<file path="config.mk">
export PLATFORM = sky130hd
export DESIGN_NAME = uart_tx_top
export DESIGN_NICKNAME = d
export VERILOG_FILES = /design/src/rtl/uart_tx_top.sv
export SDC_FILE = /design/constraint.sdc
export NUM_CORES = 1
export LEC_CHECK = 0
export CAP_MARGIN = 10
export CORE_ASPECT_RATIO = 1.5
export CORE_MARGIN = 1
export CORE_UTILIZATION = 58
export CTS_CLUSTER_SIZE = 14
export DETAILED_ROUTE_END_ITERATION = 10
export GPL_TIMING_DRIVEN = 0
export PLACE_DENSITY_LB_ADDON = 0.12
export REMOVE_ABC_BUFFERS = 1
export SYNTH_ARGS = -nofsm -noshare
export SYNTH_HDL_FRONTEND = slang
export SYNTH_SLANG_ARGS = --single-unit
</file>
<file path="constraint.sdc">
create_clock -name clk -period 4.4 [get_ports clk]
set_clock_uncertainty 0.15 [all_clocks]
set_input_delay 0.88 -clock clk [delete_from_list [all_inputs] [get_ports clk]]
set_output_delay 0.88 -clock clk [all_outputs]
set_load 0.02 [all_outputs]
</file>
<file path="src/rtl/uart_tx_top.sv">
// UART transmitter: start, 5-8 data bits LSB-first, optional parity, 1/1.5/2 stop bits at 16x oversampling.
// Optional line break forcing is compiled in with `define UART_TX_BREAK_EN.
module uart_tx_top (
   input  logic       clk,
   input  logic       rst,
   input  logic       baud_pulse,
   input  logic [1:0] wls,
   input  logic       stb,
   input  logic       pen,
   input  logic       eps,
   input  logic       sticky_parity,
   input  logic       set_break,
   input  logic       tx_valid,
   input  logic [7:0] tx_data,
   output logic       pop,
   output logic       tx,
   output logic       temt
);

   typedef enum logic [2:0] {S_IDLE, S_START, S_DATA, S_PARITY, S_STOP} state_t;

   state_t     state_q, state_d;
   logic [4:0] cnt_q, cnt_d;
   logic [2:0] bit_q, bit_d;
   logic [1:0] wls_q;
   logic       stb_q, pen_q;
   logic [7:0] sr_q, sr_d;
   logic       par_q, par_d;
   logic       load, shift;
   logic       tx_q, tx_d, pop_d;

   function automatic logic [7:0] mask_word(input logic [7:0] d, input logic [1:0] w);
      case (w)
         2'b00:   return {3'b000, d[4:0]};
         2'b01:   return {2'b00, d[5:0]};
         2'b10:   return {1'b0, d[6:0]};
         default: return d;
      endcase
   endfunction

   function automatic logic parity_bit(input logic [7:0] d, input logic [1:0] w,
                                       input logic e, input logic s);
      logic [7:0] m;
      m = mask_word(d, w);
      case ({s, e})
         2'b00:   return ~^m;
         2'b01:   return ^m;
         2'b10:   return 1'b1;
         default: return 1'b0;
      endcase
   endfunction

   // Stop length minus one: 1, 2, or 1.5 bits (the last only for 5-bit words)
   function automatic logic [4:0] stop_load(input logic [1:0] w, input logic s);
      if (!s)            return 5'd15;
      else if (w == 2'b00) return 5'd23;
      else               return 5'd31;
   endfunction

   always_comb begin
      state_d = state_q;
      cnt_d   = cnt_q;
      bit_d   = bit_q;
      load    = 1'b0;
      shift   = 1'b0;
      pop_d   = 1'b0;
      if (baud_pulse) begin
         case (state_q)
            S_IDLE: begin
               if (tx_valid) begin
                  load    = 1'b1;
                  pop_d   = 1'b1;
                  cnt_d   = 5'd15;
                  state_d = S_START;
               end
            end
            S_START: begin
               if (cnt_q == 5'd0) begin
                  cnt_d   = 5'd15;
                  bit_d   = 3'd4 + {1'b0, wls_q};
                  state_d = S_DATA;
               end else begin
                  cnt_d = cnt_q - 5'd1;
               end
            end
            S_DATA: begin
               if (cnt_q == 5'd0) begin
                  shift = 1'b1;
                  cnt_d = 5'd15;
                  if (bit_q == 3'd0) begin
                     if (pen_q) begin
                        state_d = S_PARITY;
                     end else begin
                        cnt_d   = stop_load(wls_q, stb_q);
                        state_d = S_STOP;
                     end
                  end else begin
                     bit_d = bit_q - 3'd1;
                  end
               end else begin
                  cnt_d = cnt_q - 5'd1;
               end
            end
            S_PARITY: begin
               if (cnt_q == 5'd0) begin
                  cnt_d   = stop_load(wls_q, stb_q);
                  state_d = S_STOP;
               end else begin
                  cnt_d = cnt_q - 5'd1;
               end
            end
            S_STOP: begin
               if (cnt_q == 5'd0) begin
                  if (tx_valid) begin
                     load    = 1'b1;
                     pop_d   = 1'b1;
                     cnt_d   = 5'd15;
                     state_d = S_START;
                  end else begin
                     state_d = S_IDLE;
                  end
               end else begin
                  cnt_d = cnt_q - 5'd1;
               end
            end
            default: state_d = S_IDLE;
         endcase
      end
   end

   // The line value is derived from the upcoming state so tx is a clean register output
   always_comb begin
      sr_d  = sr_q;
      par_d = par_q;
      if (load) begin
         sr_d  = tx_data;
         par_d = parity_bit(tx_data, wls, eps, sticky_parity);
      end else if (shift) begin
         sr_d = {1'b0, sr_q[7:1]};
      end
      case (state_d)
         S_START:  tx_d = 1'b0;
         S_DATA:   tx_d = sr_d[0];
         S_PARITY: tx_d = par_d;
         default:  tx_d = 1'b1;
      endcase
   end

   always_ff @(posedge clk or negedge rst) begin
      if (!rst) begin
         state_q <= S_IDLE;
         cnt_q   <= 5'd0;
         bit_q   <= 3'd0;
         wls_q   <= 2'b00;
         stb_q   <= 1'b0;
         pen_q   <= 1'b0;
         tx_q    <= 1'b1;
         pop     <= 1'b0;
      end else begin
         state_q <= state_d;
         cnt_q   <= cnt_d;
         bit_q   <= bit_d;
         tx_q    <= tx_d;
         pop     <= pop_d;
         if (load) begin
            wls_q <= wls;
            stb_q <= stb;
            pen_q <= pen;
         end
      end
   end

   always_ff @(posedge clk) begin
      sr_q  <= sr_d;
      par_q <= par_d;
   end

   assign temt = (state_q == S_IDLE);

`ifdef UART_TX_BREAK_EN
   assign tx = tx_q & ~set_break;
`else
   logic break_unused;
   assign break_unused = set_break;
   assign tx = tx_q;
`endif

endmodule

</file>
==> flow_summary_export.csv, run 1 <==
group,metric,value,unit
status,status,"complete, no violations",
layout,final_util,72.6,%
cts,cts_buffer_depth,2,
placed_design,dp_hpwl,2410,um
cts,cts_sinks,26,
die,dieArea,2930,um2
cts,cts_tree,"built",
die,std_cell_rows,22,
grt,grt_overflow,0,
logic_synthesis,ys_seq_elements,26,
layout,diodes,0,
grt,grt_max_degree,20,
logic_synthesis,yosysUniqueCellTypes,51,
hold_path,min_path_type,"flop to flop",
cts,cts_root_buf,"clkbuf_4",
sta,hold_violations,0,
routing,first_pass_iters,4,
sta,setup-violations-final,0,
critical_path,path_buf_inv,1,
routing,drtAntennaViolNets,0,
logic_synthesis,ys.flop_type,"dfrtp_1",
logic_synthesis,synth_xor_area_share,3.66,%
grt,grt_pass1_vias,1272,
die,dieHeight,65.8,um
routing,via_per_inst,5.95,
cts,postCtsSetupBuffers,0,
sta,setup-tns-final,0,ns
placed_design,port_buffers,20,
die,start_util,62.8,%
critical_path,cp_cell_sequence,"or2_2 -> nor2_1 -> clkdlybuf4s50_1",
critical_path,critical_path_arrival,2.15,ns
sta,rsz0062_at_grt,"false",
pwr,p_per_area,447,nW/um2
logic_synthesis,synth_warnings,0,
logic_synthesis,synth_compound_area_share,20.3,%
grt,grtUsageTotal,24.7,%
logic_synthesis,syn_avg_cell_area,10.2,um2
cts,clkSlewWorstSetupHoldPaths,0.15,ns
logic_synthesis,async_flop_share,65.4,%
logic_synthesis,syn_area,1570,um2
grt,antenna_found_initial,0,
critical_path,crit_required,3.37,ns
grt,grt_pass1_wl,5320,um
die,coreArea,2500,um2
placed_design,globalplace.congestion,0.864,
routing,wl,3160,um
pwr,power.leakage,0.677,nW
layout,layout_commonest_cell,"clkdlybuf4s50_1",
critical_path,critPathMaxStageDelay,0.64,ns
sta,worst_pin_slew,0.774,ns
sta,max_freq,314,MHz
cts,htree_levels,1,
logic_synthesis,synth-edff-count,7,
routing,vias,1238,
sta,relSlewSlack,48.2,%
logic_synthesis,synthSimpleGateAreaFrac,21.2,%
routing,wl_per_cell,15.2,um
layout,drive_above_1_share,10.5,%
sta,min_period,3.18,ns
critical_path,critical-path-top-delay-family,"simple AND/OR/NAND/NOR gates",
layout,area_growth_syn_to_layout,15.6,%
die,die_width,44.5,um
layout,mostFrequentLayoutCells,"clkdlybuf4s50_1, dfrtp_1, o21ai_0, nor2_1, inv_1",
routing,drc,0,
cts,clock_latency,0.32,ns
logic_synthesis,synthAdderAreaFrac,3.18,%
critical_path,critPathKind,"flop to primary output",
logic_synthesis,seq_area_frac_synth,43.0,%
sta,finalCritPeriodShare,72.3,%
sta,drv_slew,0,
critical_path,critical_path.slowest_cell,"clkdlybuf4s50_1",
logic_synthesis,synth_top_family_by_area,"simple AND/OR/NAND/NOR gates",
critical_path,crit_path_end_kind,"primary output",
flow_run,drv_cap,0,
layout,fin_nets,196,
die,io_pins,22,
critical_path,crit_path_start_kind,"flop",
pwr,peakVddDrop,0.300,mV
cts,ctsHoldBuffers,0,
logic_synthesis,synthMuxAreaShare,4.22,%
cts,cts_buffers,3,
logic_synthesis,synthCells,154,
cts,ctsResizeCount,0,
critical_path,crit_fanout,13,
routing,dr.first_iter.drc_count,13,
-- layer usage --
layer	up-vias	GRT usage, %	part of all wire, %	routed length (um)
li1	614	-	-	-
met1	593	27.9	41	1310
met2	25	44.3	54	1720
met3	6	2.19	2.1	65
met4	0	12.9	2.1	66
met5	-	0	0	0
-- worst paths after layout --
check                           startpoint  endpoint  slack, ns  depth (start not counted)
worst max-delay path            state_q[0]      temt       1.22                          3
worst min-delay path              cnt_q[0]  cnt_q[0]       0.37                          1
worst max register to register    cnt_q[0]        tx       1.62                          8
worst min register to register    cnt_q[0]  cnt_q[0]       0.37                          1
max in group asynchronous              rst     pen_q       2.78                          1
min in group asynchronous              rst  cnt_q[2]       0.83                          1
-- cell type report --
class                           instances  area [um2]
Timing Repair Buffer                   20         200
Fill cell                             200         687
Tap cell                               36        45.0
Multi-Input combinational cell        113         826
Clock buffer                            4        36.3
Inverter                                9        33.8
Sequential cell                        26         677
-- cells by family (layout without fill, tap and decap cells) --
logic type,Yosys count,in the layout
AOI/OAI and AO/OA,46,46
xor gates and xnor gates,5,5
adders and majority gates,4,4
buffers and inverters,15,33
DFF,26,26
muxes,6,6
and+or+nand+nor,52,52
-- synthesized netlist by cell type, types with 2 or more instances --
master,instances,share of area [%]
a21boi_0,2,0.95
a21oi_1,6,1.9
a22o_1,6,3.3
a311oi_1,2,1.1
and2_1,3,1.2
buf_2,2,0.64
buf_4,3,1.4
dfrtp_1,16,25
dfxtp_1,2,2.5
edfxtp_1,7,13
ha_1,4,3.2
inv_1,9,2.1
mux2_2,5,3.6
nand2_1,5,1.2
nand2b_1,3,1.2
nand3_1,3,0.95
nand4_1,3,1.2
nor2_1,11,2.6
nor2b_1,5,2.0
nor3_1,5,1.6
nor3b_1,2,0.95
o211ai_1,3,1.4
o21ai_0,14,4.5
or2_2,2,0.80
or4_1,2,0.95
xnor2_1,4,2.2
-- report_power, final --
part / internal, mW / switching [mW]
Combinational: 0.151 / 0.149
Sequential: 0.319 / 0.0702
Clock: 0.0506 / 0.0719
Total: 0.521 / 0.292
-- sequential cells by signal (all words and copies together), names as in the netlist --
| signal | count |
|---|---|
| bit_q | 3 |
| wls_q | 2 |
| sr_q | 8 |
| par_q | 1 |
| stb_q | 1 |
| cnt_q | 5 |
| pen_q | 1 |
| state_q | 3 |
| tx | 1 |
| pop | 1 |
-- metrics by stage --
stage	hold WS [ns]	cell area (um2)	std cells	setup slack, ns	power [mW]
final	0.370	1820	208	1.22	0.813
after detailed placement	0.356	1780	204	1.07	0.695
after CTS	0.377	1820	208	1.22	0.817
after global placement	0.328	1780	204	1.13	0.680
after floorplan	0.312	1540	148	1.79	0.597
after global routing	0.402	1820	208	1.12	0.869
Power figures use the tool's default switching activity.
==> inputs of run 2 (changes only) <==
--- a/config.mk
+++ b/config.mk
@@ -8,7 +8,7 @@
 export CAP_MARGIN = 10
 export CORE_ASPECT_RATIO = 1.5
 export CORE_MARGIN = 1
-export CORE_UTILIZATION = 58
+export CORE_UTILIZATION = 54
 export CTS_CLUSTER_SIZE = 14
 export DETAILED_ROUTE_END_ITERATION = 10
 export GPL_TIMING_DRIVEN = 0
==> constraint.sdc (replaced) <==
create_clock -name clk -period 3.1 [get_ports clk]
set_clock_uncertainty 0.15 [all_clocks]
set_input_delay 0.62 -clock clk [delete_from_list [all_inputs] [get_ports clk]]
set_output_delay 0.62 -clock clk [all_outputs]
set_load 0.02 [all_outputs]
==> run 2 against run 1 <==
First-iteration DRC count increased to 3.5 times the previous value. Critical path type unchanged. Worst hold slack got worse by 0.011 ns. Non-clock buffer count unchanged. Largest cell class unchanged. Clock-buffer cell count unchanged. Combinational power increased by 42%. Core utilization decreased by 5.0 points. Sequential power increased by 42%. Sequential share of layout area decreased by 0.20 points. Final cell count increased by 0.48%. Sequential cell count unchanged.
==> flow_summary_export.csv, run 2 (synthesis gave the netlist of run 1 again) <==
group,metric,value,unit
cts,clock_latency,0.27,ns
layout,area_growth_syn_to_layout,16.2,%
sta,hold_violations,0,
layout,layout_commonest_cell,"clkdlybuf4s50_1",
cts,ctsResizeCount,0,
routing,met1_length,1310,um
cts,ctsHoldBuffers,0,
cts,htree_levels,1,
die,dieArea,3140,um2
pwr,p_per_area,646,nW/um2
sta,drv_slew,0,
grt,grtUsageTotal,23.8,%
cts,cts_buffers,3,
routing,dr_wl_met2,1780,um
grt,antenna_found_initial,0,
pwr,power.leakage,0.679,nW
routing,wl,3190,um
critical_path,critical_path_arrival,2.09,ns
cts,clkSlewWorstSetupHoldPaths,0.09,ns
die,coreArea,2710,um2
hold_path,min_path_type,"flop to flop",
grt,grt_overflow,0,
sta,finalCritPeriodShare,92.2,%
sta,max_freq,350,MHz
grt,grt_pass1_wl,5410,um
critical_path,critPathKind,"flop to primary output",
layout,register_area,677,um2
die,die_width,46.1,um
flow_run,drv_cap,0,
layout,mostFrequentLayoutCells,"clkdlybuf4s50_1, dfrtp_1, o21ai_0, nor2_1, inv_1",
routing,via_per_inst,6.03,
grt,grt_max_degree,20,
die,std_cell_rows,23,
layout,largest_reg_flops,8,
sta,setup-tns-final,0,ns
routing,vias,1260,
critical_path,crit_path_start_kind,"flop",
cts,cts_tree,"built",
die,start_util,58.1,%
critical_path,crit_fanout,13,
layout,reg_top3,"sr_q (8), cnt_q (5)",
die,dieHeight,68.1,um
routing,dr_wl_met3,86,um
grt,grt_pass1_vias,1248,
routing,first_pass_iters,4,
sta,relSlewSlack,45.3,%
sta,setup-violations-final,0,
layout,num-fill-cells,235,
sta,worst_pin_slew,0.817,ns
placed_design,place_ws,0.0459,ns
critical_path,crit_path_end_kind,"primary output",
cts,postCtsSetupBuffers,0,
routing,routed.top_layer,"met4",
layout,multi_input_comb_area,826,um2
routing,drtAntennaViolNets,0,
sta,rsz0062_at_grt,"false",
sta,fin_ws,0.241,ns
layout,regMostFlops,"sr_q",
cts,cts_sinks,26,
critical_path,crit_required,2.33,ns
status,status,"complete, no violations",
pwr,peakVddDrop,0.394,mV
layout,fin_nets,196,
placed_design,globalplace.congestion,0.836,
routing,wl_per_cell,15.3,um
layout,diodes,0,
layout,drive_above_1_share,9.88,%
placed_design,dp_hpwl,2440,um
sta,min_period,2.86,ns
cts,cts_buffer_depth,2,
cts,cts_root_buf,"clkbuf_8",
routing,dr.first_iter.drc_count,46,
routing,drc,0,
placed_design,port_buffers,20,
die,io_pins,22,
[run 2: cell counts in the layout (fill, tap and decap cells not counted)]
Identical to the previous run, type by type.
[run 2: worst paths after layout]
path / start / endpoint / slack, ns / cells after the start
max in group asynchronous: rst / cnt_q[0] / 1.63 / 1
hold / removal: cnt_q[0] / cnt_q[0] / 0.36 / 1
min in group asynchronous: rst / cnt_q[3] / 0.66 / 1
setup reg to reg: cnt_q[0] / tx / 0.33 / 8
setup / recovery: state_q[0] / temt / 0.24 / 3
hold reg to reg: cnt_q[0] / cnt_q[0] / 0.36 / 1
[run 2: metrics by stage]
step	instance area [um2]	cells	total power, mW	hold slack [ns]	util, %
after floorplan	1540	148	0.848	0.174	-
after detailed placement	1780	205	0.992	0.349	65.9
after CTS	1830	209	1.19	0.361	67.6
after global routing	1830	209	1.27	0.393	67.6
after global placement	1780	205	0.969	0.329	65.9
final	1830	209	1.18	0.359	67.6
[run 2: cell type report]
type / instances / share of cell area (%)
tap: 37 / 2.53
multi-input combinational: 113 / 45.2
inverter: 9 / 1.85
clock buffer: 4 / 2.46
timing repair buffer: 20 / 11.0
sequential: 26 / 37.0
[run 2: worst max-delay path, cell delays in order, from the launching register on]
cell             delay [ns]
dfrtp_1                0.52
or2_2                  0.42
nor2_1                 0.23
clkdlybuf4s50_1        0.65
[run 2: report_power, final]
group / internal [mW] / switching (mW) / total [mW]
Sequential: 0.454 / 0.101 / 0.555
Clock: 0.0921 / 0.106 / 0.198
Combinational: 0.214 / 0.214 / 0.428
[run 2: routing by layer]
layer,vias up,GRT usage (%)
met5,-,0
met4,0,5.51
met3,4,3.17
met2,33,44.9
met1,608,27.2
li1,615,-
